===== src/rtl/alu_long_sequencer.sv =====
`default_nettype none
// ============================================================================
// Module      : alu_long_sequencer
// Description : Sequences a BITS-wide combinational Alu once (word) or twice
//               (long) and merges the passes into a 68k-style XNZVC flag set.
// Revision    : 1.0  initial release
// ============================================================================
module alu_long_sequencer #(
    parameter int BITS = 16
) (
    input  logic                CLK,
    input  logic                RESET,
    input  logic                START,
    input  logic                SIZE,
    input  logic                USE_X,
    input  logic                XIN,
    input  logic                ZIN,
    input  logic [2*BITS-1:0]   A,
    input  logic [2*BITS-1:0]   B,
    output logic [BITS-1:0]     ALU_A,
    output logic [BITS-1:0]     ALU_B,
    output logic                ALU_X,
    input  logic [BITS-1:0]     ALU_O,
    input  logic                ALU_C,
    input  logic                ALU_Z,
    input  logic                ALU_V,
    input  logic                ALU_N,
    output logic [2*BITS-1:0]   RESULT,
    output logic                XF,
    output logic                NF,
    output logic                ZF,
    output logic                VF,
    output logic                CF,
    output logic                BUSY,
    output logic                DONE
);

    typedef enum logic [1:0] {
        S_IDLE = 2'd0,
        S_LOW  = 2'd1,
        S_HIGH = 2'd2,
        S_FIN  = 2'd3
    } state_t;

    state_t              state_q;
    logic                size_q;
    logic                use_x_q;
    logic                zin_q;
    logic [BITS-1:0]     a_hi_q;
    logic [BITS-1:0]     b_hi_q;
    logic [BITS-1:0]     lo_q;
    logic                z_lo_q;
    logic [BITS-1:0]     alu_a_q;
    logic [BITS-1:0]     alu_b_q;
    logic                alu_x_q;
    logic [2*BITS-1:0]   result_q;
    logic                xf_q, nf_q, zf_q, vf_q, cf_q;
    logic                busy_q;
    logic                done_q;

    // Sticky Z for ADDX: a clear incoming Z forces the result Z clear.
    logic                z_keep_d;
    logic                z_word_d;
    logic                z_long_d;

    assign z_keep_d = ~use_x_q | zin_q;
    assign z_word_d = ALU_Z & z_keep_d;
    assign z_long_d = z_lo_q & ALU_Z & z_keep_d;

    always_ff @(posedge CLK or posedge RESET) begin
        if (RESET) begin
            state_q  <= S_IDLE;
            size_q   <= 1'b0;
            use_x_q  <= 1'b0;
            zin_q    <= 1'b0;
            a_hi_q   <= '0;
            b_hi_q   <= '0;
            lo_q     <= '0;
            z_lo_q   <= 1'b0;
            alu_a_q  <= '0;
            alu_b_q  <= '0;
            alu_x_q  <= 1'b0;
            result_q <= '0;
            xf_q     <= 1'b0;
            nf_q     <= 1'b0;
            zf_q     <= 1'b0;
            vf_q     <= 1'b0;
            cf_q     <= 1'b0;
            busy_q   <= 1'b0;
            done_q   <= 1'b0;
        end else begin
            case (state_q)
                S_IDLE, S_FIN: begin
                    done_q  <= 1'b0;
                    alu_a_q <= '0;
                    alu_b_q <= '0;
                    alu_x_q <= 1'b0;
                    busy_q  <= 1'b0;
                    state_q <= S_IDLE;
                    if (START) begin
                        size_q  <= SIZE;
                        use_x_q <= USE_X;
                        zin_q   <= ZIN;
                        a_hi_q  <= A[2*BITS-1:BITS];
                        b_hi_q  <= B[2*BITS-1:BITS];
                        // Alu inputs are registered, so load the low pass now.
                        alu_a_q <= A[BITS-1:0];
                        alu_b_q <= B[BITS-1:0];
                        alu_x_q <= USE_X & XIN;
                        busy_q  <= 1'b1;
                        state_q <= S_LOW;
                    end
                end
                S_LOW: begin
                    lo_q   <= ALU_O;
                    z_lo_q <= ALU_Z;
                    if (size_q) begin
                        alu_a_q <= a_hi_q;
                        alu_b_q <= b_hi_q;
                        alu_x_q <= ALU_C;
                        state_q <= S_HIGH;
                    end else begin
                        result_q <= {a_hi_q, ALU_O};
                        xf_q     <= ALU_C;
                        cf_q     <= ALU_C;
                        vf_q     <= ALU_V;
                        nf_q     <= ALU_N;
                        zf_q     <= z_word_d;
                        alu_a_q  <= '0;
                        alu_b_q  <= '0;
                        alu_x_q  <= 1'b0;
                        busy_q   <= 1'b0;
                        done_q   <= 1'b1;
                        state_q  <= S_FIN;
                    end
                end
                S_HIGH: begin
                    result_q <= {ALU_O, lo_q};
                    xf_q     <= ALU_C;
                    cf_q     <= ALU_C;
                    vf_q     <= ALU_V;
                    nf_q     <= ALU_N;
                    zf_q     <= z_long_d;
                    alu_a_q  <= '0;
                    alu_b_q  <= '0;
                    alu_x_q  <= 1'b0;
                    busy_q   <= 1'b0;
                    done_q   <= 1'b1;
                    state_q  <= S_FIN;
                end
                default: begin
                    state_q <= S_IDLE;
                end
            endcase
        end
    end

    assign ALU_A  = alu_a_q;
    assign ALU_B  = alu_b_q;
    assign ALU_X  = alu_x_q;
    assign RESULT = result_q;
    assign XF     = xf_q;
    assign NF     = nf_q;
    assign ZF     = zf_q;
    assign VF     = vf_q;
    assign CF     = cf_q;
    assign BUSY   = busy_q;
    assign DONE   = done_q;

endmodule
`default_nettype wire


===== config.mk =====
export PLATFORM = sky130hd
export DESIGN_NAME = alu_long_sequencer
export DESIGN_NICKNAME = d
export VERILOG_FILES = /design/src/rtl/alu_long_sequencer.sv
export SDC_FILE = /design/constraint.sdc
export NUM_CORES = 1
export LEC_CHECK = 0
export CORE_UTILIZATION = 40
export DETAILED_ROUTE_END_ITERATION = 10
export PLACE_DENSITY = 0.75
export SLEW_MARGIN = 10
export SYNTH_ARGS = -nofsm -noshare
export SYNTH_HDL_FRONTEND = slang
export SYNTH_SLANG_ARGS = --single-unit

===== constraint.sdc =====
create_clock -name CLK -period 4.58 [get_ports CLK]
set_input_delay 1.374 -clock CLK [delete_from_list [all_inputs] [get_ports CLK]]
set_output_delay 1.374 -clock CLK [all_outputs]
set_load 0.005 [all_outputs]

# ---- Word-level counts from Yosys, hierarchy flattened
# Index checks and enable logic that the tools add are counted.
# Widths: inputs -> output; s select.
dict set report totals {
  ff_bits 125
  word_cells 60
}
dict set report op_classes {
  n_reduce_logical 5
  bitwise_logic 6
  eq_ne 4
  mux 27
}
# cell count
set op_table {}
lappend op_table {{$pmux 16 s3} 2}
lappend op_table {{$mux 16} 4}
lappend op_table {{$pmux 32 s2} 1}
lappend op_table {{$mux 32} 1}
lappend op_table {{$mux 1} 11}
lappend op_table {{$pmux 1 s3} 3}
lappend op_table {{$pmux 1 s2} 4}
lappend op_table {{$pmux 2 s3} 1}
lappend op_table {{$and 1x1->1} 4}
lappend op_table {{$eq 2x2->1 const B} 2}
lappend op_table {{$reduce_and 2->1} 2}
lappend op_table {{$eq 2x1->1 const B} 1}
lappend op_table {{$logic_not 2->1} 1}
lappend op_table {{$ne 2x2->1 const B} 1}
lappend op_table {{$reduce_bool 2->1} 1}
lappend op_table {{$reduce_or 2->1} 1}
lappend op_table {{$not 1->1} 1}
lappend op_table {{$or 1x1->1} 1}

# ---- Logic depth before layout (Yosys ltp)
# Gate-level depths: netlist (run 1).
dict set report depth {
  depth_word 5
  depth_mapped 7
}

# ---- Worst setup path after synthesis (run 1)
# Ideal clock, no wire load.
dict set report synth_path {
  path_type {input-to-reg}
  from {input port START}
  to {register alu_a_q[0], in the netlist ALU_A[0]}
  setup_time_ps 121
  arrival_ps 2049
  stages 4
  path_buffers 2
  setup_slack_ps 2410
  cell_sequence {and2_1 buf_2 clkbuf_1 a22o_1}
}
dict set report synth_between {
  elab_chain_len 2
}
# item line_no
set synth_rtl {}
lappend synth_rtl {{start: declaration} 13} ;# input logic START,
lappend synth_rtl {{$mux 16} 100} ;# if (START) begin
lappend synth_rtl {{$pmux 16 s3} 92} ;# case (state_q)
lappend synth_rtl {{end signal: assignment} 107} ;# alu_a_q <= A[BITS-1:0];
lappend synth_rtl {{end signal: assignment} 118} ;# alu_a_q <= a_hi_q;
lappend synth_rtl {{end: declaration} 53} ;# logic [BITS-1:0] alu_a_q;
# No other way between the ends.
# A chain may end at the register's enable or synchronous reset.

# ---- Final worst setup path (run 1)
dict set report layout_path {
  from {register result_q[30], in the netlist RESULT[30]}
  to {output port RESULT[30]}
}
# item line_no
set layout_lines {}
lappend layout_lines {{start: declaration} 56} ;# logic [2*BITS-1:0] result_q;
lappend layout_lines {{start signal: assignment} 123} ;# result_q <= {a_hi_q, ALU_O};
lappend layout_lines {{start signal: assignment} 138} ;# result_q <= {ALU_O, lo_q};
lappend layout_lines {{end: declaration} 28} ;# output logic [2*BITS-1:0] RESULT,
# No word-level cell between the ends.

==> results of run 1 <==
-- per-stage QoR --
step	utilization	power [W]	instance area (um2)	setup WS, ns
floorplan	-	0.003407	5201	1.667
global placement	0.5487	0.004207	6924	1.591
detailed placement	0.5487	0.004286	6924	1.543
CTS	0.5998	0.005780	7570	1.888
global route	0.5998	0.006055	7570	1.847
finish	0.5998	0.005719	7570	1.909
-- cells by family after synthesis --
kind of cell,count (synthesis),share of synthesized area
flops,125,0.6018
fa+ha+maj,4,0.009630
buf+inv,34,0.03948
mux,87,0.2092
simple gates,106,0.07752
compound gates,39,0.06235
-- layout make-up --
type / instances / area (um2)
clock inverter: 14 / 216.5
sequential: 125 / 3128
timing repair buffer: 170 / 1682
inverter: 8 / 33.78
multi-input combinational: 236 / 1866
tap: 172 / 215.2
clock buffer: 18 / 429.2
fill: 1016 / 5050
-- cell usage in the layout (no fill, tap or decap), drive strengths merged, types with 2 or more instances in the layout --
cell           count
clkdlybuf4s50    162
ha                 4
clkbuf            18
dfrtp            125
a21oi              2
o21ai              3
buf                8
inv                9
bufinv             5
nand2            103
clkinvlp           2
a22o              32
mux2              86
clkinv             6
-- Yosys cell counts, drive strengths merged --
| cell type | number |
|---|---|
| nand2 | 103 |
| mux2i | 1 |
| buf | 14 |
| o21ai | 3 |
| a22o | 32 |
| clkbuf | 12 |
| a32o | 1 |
| ha | 4 |
| inv | 8 |
| o221ai | 1 |
| mux2 | 86 |
| dfrtp | 125 |
| and3 | 1 |
| and2 | 1 |
| a21oi | 2 |
| nor2 | 1 |
-- flip-flops by register name, indices dropped and copies added, names as in the netlist, 2 cells and up --
register	cells
ALU_A	16
ALU_B	16
RESULT	32
a_hi_q	16
b_hi_q	16
lo_q	16
state_q	2
-- worst paths after layout --
path                                   startpoint                    end  slack [ns]
max                        RESULT[30]$_DFFE_PP0P_             RESULT[30]        1.91
min                         b_hi_q[5]$_DFFE_PP0P_  b_hi_q[5]$_DFFE_PP0P_        0.47
max reg2reg                  state_q[1]$_DFF_PP0_         NF$_DFFE_PP0P_        2.40
min reg2reg                 b_hi_q[5]$_DFFE_PP0P_  b_hi_q[5]$_DFFE_PP0P_        0.47
max in group asynchronous                   RESET     ALU_A[7]$_DFF_PP0_        2.40
min in group asynchronous                   RESET     ALU_B[5]$_DFF_PP0_        1.54
-- metal layers --
layer  vias to the layer above  GRT usage  wire (um)
met5                         -          0          0
met4                         0    0.07863        173
met3                        22    0.06276       1056
met2                       167     0.3349       6185
met1                      1805     0.2420       5315
li1                       1674          -          -
-- power by group through the flow --
| stage | Clock, W | Sequential (W) | Combinational (W) |
|---|---|---|---|
| finish | 0.00147 | 0.00191 | 0.00235 |
| global route | 0.00154 | 0.00197 | 0.00255 |
| CTS | 0.00149 | 0.00191 | 0.00238 |
| detailed placement | 0 | 0.00192 | 0.00237 |
| global placement | 0 | 0.00190 | 0.00231 |
| floorplan | 0 | 0.00188 | 0.00152 |
-- worst register-to-register path, cell delays in order, from the launching register on --
cell and delay, ns:
sky130_fd_sc_hd__dfrtp_1 0.37, sky130_fd_sc_hd__inv_1 0.07, sky130_fd_sc_hd__ha_1 0.20, sky130_fd_sc_hd__mux2_2 0.58, sky130_fd_sc_hd__buf_4 0.48, sky130_fd_sc_hd__mux2_4 0.35
==> results.json, run 1 <==
{
  "nNetsFinal": 653,
  "routedWlPerCell_um": 17.13,
  "critPathKind": "reg -> out",
  "data_arrival_time_at_the_worst_slack_endpoint_ns": 1.30,
  "drt_first_iter_violations": 210,
  "portion_of_synthesized_cell_area_occupied_by_the_leading_cell_type": 0.6018,
  "tightestPinTransition_ns": 1.057,
  "route.vias.total": 3668,
  "tritoncts": "built",
  "clock_tree.htree_level_count": 4,
  "final_clock_period_utilization_by_the_worst_path": 0.5831,
  "globalRouteTotalUtil": 0.2005,
  "detailedRoute.firstPassIterationCount": 4,
  "syn-cell-area_um2": 5197,
  "worst_setup_hold_path_clk_slew_ns": 0.06,
  "insertion_delay_ns": 0.41,
  "die_height_um": 116.0,
  "initial_cell_density_of_the_core": 0.4119,
  "numClockSinks": 125,
  "grt.overflow.total": 0,
  "finalHoldViolations": 0,
  "ys_warn_count": 0,
  "run_status": "completed",
  "gp_congestion": 0.7240,
  "largest_net_degree_at_the_start_of_global_routing": 71,
  "horizontal_die_dimension_um": 116.0,
  "floorplan.core_area_um2": 12620,
  "critical_path.n_buffers_inverters": 1,
  "hold-worst-slack_ns": 0.4739,
  "clock-root-buffer": "sky130_fd_sc_hd__clkbuf_16",
  "power_frac_comb": 0.411,
  "relSlewSlack": 0.2954,
  "r2r.worst_path.cells": 5,
  "crit_path_top_delay_cell": "sky130_fd_sc_hd__clkdlybuf4s50_1",
  "hp-class": "reg -> reg",
  "end_kind": "primary output",
  "cp.required_ns": 3.21,
  "netlist-cell-type-count": 21,
  "synthDominantAreaCellType": "sky130_fd_sc_hd__dfrtp_1",
  "seq_power_share": 0.333,
  "area.growth.synth_to_final_pct": 45.64,
  "layout_cell_share_with_drive_strength_beyond_1": 0.2242,
  "worst-path-stages": 1,
  "drt_drc_violations_left": 0,
  "crit_chain": "clkdlybuf4s50_1",
  "clock-skew-final_ns": 0.006288,
  "placed_cells_incl_taps": 711,
  "min_delay_path_depth": 2,
  "port_buffers": 162,
  "grt_pass1_vias": 3861,
  "final-instance-count-excl-fill": 743,
  "place_hpwl_um": 8392,
  "report.final.setup_viol": 0,
  "pin_count": 163,
  "ant_cells": 0,
  "number_of_storage_elements_in_the_synthesis_netlist": 125,
  "antenna_left": 0,
  "post_cts_buffers": 0,
  "fmax_ghz": 0.3744,
  "rsz_0062_raised_after_global_routing": "false",
  "post_cts.resized_instances": 0,
  "die_area_um2": 13450,
  "syn-mean-instance-area_um2": 13.16,
  "post_cts_hold_buffer_count": 0,
  "portion_of_the_post_synthesis_area_used_by_sequential_elements": 0.6018,
  "setup_total_neg_slack_ns": 0,
  "power.internal_w": 0.004016,
  "drv_cap": 0,
  "crit_fanout": 2,
  "clock_tree.buffer_depth": 2,
  "path_delay_family": "buffers and inverters",
  "synthTopCellsByArea": "sky130_fd_sc_hd__dfrtp_1, sky130_fd_sc_hd__mux2_2, sky130_fd_sc_hd__mux2_4",
  "post_drt_via_cell_ratio": 4.937,
  "clock_power_share": 0.256,
  "startpoint_type": "flip-flop",
  "rows": 41,
  "switching_share": 0.2977,
  "worst_ir_drop_vdd_uv": 322.9,
  "numCtsBuffers": 17,
  "antenna_found_initial": 0,
  "power.net_switching_w": 0.001703,
  "grt_first_pass_wirelength_um": 19920,
  "critical_path.max_stage_delay_ns": 0.53,
  "drt_total_wl_um": 12730,
  "cellPowerDensity_nw_per_um2": 755.5,
  "syn_nets": 490,
  "maxSlewViolCount": 0,
  "finalCriticalPeriod_ns": 2.671,
  "power.leakage_nw": 3.455,
  "synth_cells": 395
}
Power figures use the tool's default switching activity.
==> run 2: changes to the inputs <==
- clock period: 4.58 -> 2.37 ns (I/O delays scaled with it)
==> run 2 against run 1 <==
Against the previous run: die area did not move; critical path type unchanged; via count fell by 1.6%; sequential share of layout area fell by 0.67 points; total power rose by 96%; flip-flop and latch count did not move; worst setup slack got worse by 1.5 ns; highest routed layer unchanged; largest power group unchanged; count of clock-buffer cells in the layout rose by 4; sequential power rose by 92%; largest cell class unchanged.
==> results.json, run 2 (synthesized netlist as in run 1, its figures left out) <==
{
  "critPathKind": "reg -> out",
  "critical_path.max_stage_delay_ns": 0.53,
  "grt_pass1_vias": 3872,
  "finalCriticalPeriod_ns": 2.010,
  "insertion_delay_ns": 0.41,
  "post_cts_buffers": 0,
  "crit_path_top_delay_cell": "sky130_fd_sc_hd__clkdlybuf4s50_1",
  "cp.required_ns": 1.66,
  "maxSlewViolCount": 0,
  "final.setup.worst_slack_ns": 0.3600,
  "clock-skew-final_ns": 0.007012,
  "setup_total_neg_slack_ns": 0,
  "rows": 41,
  "crit_chain": "clkdlybuf4s50_1",
  "timing.reg2reg.setup_slack_ns": 0.60,
  "clock_tree.buffer_depth": 2,
  "antenna_left": 0,
  "detailedRoute.firstPassIterationCount": 4,
  "final_clock_period_utilization_by_the_worst_path": 0.8481,
  "area.growth.synth_to_final_pct": 48.05,
  "drv_cap": 0,
  "routedWlPerCell_um": 16.92,
  "post_cts_hold_buffer_count": 0,
  "nNetsFinal": 660,
  "path_delay_family": "buffers and inverters",
  "cellPowerDensity_nw_per_um2": 1457,
  "grt_first_pass_wirelength_um": 20210,
  "finalHoldViolations": 0,
  "grt.overflow.total": 0,
  "post_drt_via_cell_ratio": 4.815,
  "final_util": 0.6098,
  "largest_net_degree_at_the_start_of_global_routing": 72,
  "drt_total_wl_um": 12690,
  "hp-class": "reg -> reg",
  "place_hpwl_um": 8731,
  "mostFrequentLayoutCell": "sky130_fd_sc_hd__clkdlybuf4s50_1",
  "antenna_found_initial": 0,
  "drt_first_iter_violations": 184,
  "floorplan.core_area_um2": 12620,
  "data_arrival_time_at_the_worst_slack_endpoint_ns": 1.30,
  "die_area_um2": 13450,
  "worst_ir_drop_vdd_uv": 792.8,
  "post_cts.resized_instances": 0,
  "numCtsBuffers": 17,
  "numClockSinks": 125,
  "rsz_0062_raised_after_global_routing": "false",
  "crit_fanout": 2,
  "pin_count": 163,
  "fin_total_pwr_w": 0.01121,
  "clock-root-buffer": "sky130_fd_sc_hd__clkbuf_16",
  "relSlewSlack": 0.7009,
  "route.vias.total": 3611,
  "fmax_ghz": 0.4975,
  "power.leakage_nw": 3.516,
  "end_kind": "primary output",
  "run_status": "completed",
  "ant_cells": 0,
  "dp_worst_setup_slack_ns": 0.4186,
  "horizontal_die_dimension_um": 116.0,
  "report.final.setup_viol": 0,
  "die_height_um": 116.0,
  "port_buffers": 162,
  "tightestPinTransition_ns": 0.4487,
  "critical_path.n_buffers_inverters": 1,
  "drt_drc_violations_left": 0,
  "startpoint_type": "flip-flop",
  "gp_congestion": 0.7687,
  "layout_cell_share_with_drive_strength_beyond_1": 0.2336,
  "globalRouteTotalUtil": 0.2039,
  "worst_setup_hold_path_clk_slew_ns": 0.05,
  "layout.cells.most_common_list": "sky130_fd_sc_hd__clkdlybuf4s50_1, sky130_fd_sc_hd__dfrtp_1, sky130_fd_sc_hd__nand2_1",
  "tritoncts": "built",
  "initial_cell_density_of_the_core": 0.4119,
  "largest_register_ff_count": 32,
  "clock_tree.htree_level_count": 4
}
[run 2: changes by cell type in the layout (fill, tap and decap cells not counted)]
cell	before	now
sky130_fd_sc_hd__inv_6	2	0
sky130_fd_sc_hd__clkbuf_8	0	4
sky130_fd_sc_hd__clkinv_4	3	1
sky130_fd_sc_hd__clkinvlp_4	2	3
sky130_fd_sc_hd__clkinv_2	3	2
sky130_fd_sc_hd__buf_12	0	4
sky130_fd_sc_hd__buf_4	8	11
[run 2: worst paths after layout]
path                                        startpoint                endpoint  cells after the start
worst max-delay path            RESULT[16]$_DFFE_PP0P_              RESULT[16]                      1
worst min-delay path            b_hi_q[14]$_DFFE_PP0P_  b_hi_q[14]$_DFFE_PP0P_                      2
worst max register to register    state_q[1]$_DFF_PP0_  RESULT[15]$_DFFE_PP0P_                      5
worst min register to register  b_hi_q[14]$_DFFE_PP0P_  b_hi_q[14]$_DFFE_PP0P_                      2
max in group asynchronous                        RESET   RESULT[6]$_DFFE_PP0P_                      3
min in group asynchronous                        RESET      ALU_B[8]$_DFF_PP0_                      2
[run 2: layout make-up]
type | instances | area [um2]
timing repair buffer | 177 | 1784
multi-input combinational | 236 | 1866
clock inverter | 10 | 183.9
inverter | 8 | 33.78
sequential | 125 | 3128
clock buffer | 22 | 484.2
tap | 172 | 215.2
fill | 1022 | 4925
[run 2: metal layers]
layer / wire [um] / part of all wire / track usage / vias up
li1: - / - / - / 1682
met1: 5299 / 0.42 / 0.2509 / 1775
met2: 6225 / 0.49 / 0.3329 / 140
met3: 1024 / 0.081 / 0.07061 / 14
met4: 144 / 0.011 / 0.07265 / 0
met5: 0 / 0 / 0 / -
[run 2: worst reg2reg max path, cell delays in order, from the launching register on]
cell	delay (ns)
sky130_fd_sc_hd__dfrtp_1	0.41
sky130_fd_sc_hd__inv_1	0.09
sky130_fd_sc_hd__ha_1	0.17
sky130_fd_sc_hd__mux2_2	0.35
sky130_fd_sc_hd__buf_4	0.27
sky130_fd_sc_hd__mux2_4	0.37
[run 2: metrics by stage]
stage	area [um2]	hold slack [ns]	std cells
finish	7695	0.4734	750
global route	7695	0.4888	750
CTS	7695	0.4765	750
detailed placement	7027	0.4632	718
global placement	7027	0.4582	718
floorplan	5201	0.4459	395
[run 2: power breakdown]
group / switching (W) / internal, W
clock: 0.000905 / 0.00198
sequential: 0.000521 / 0.00315
combinational: 0.00183 / 0.00282
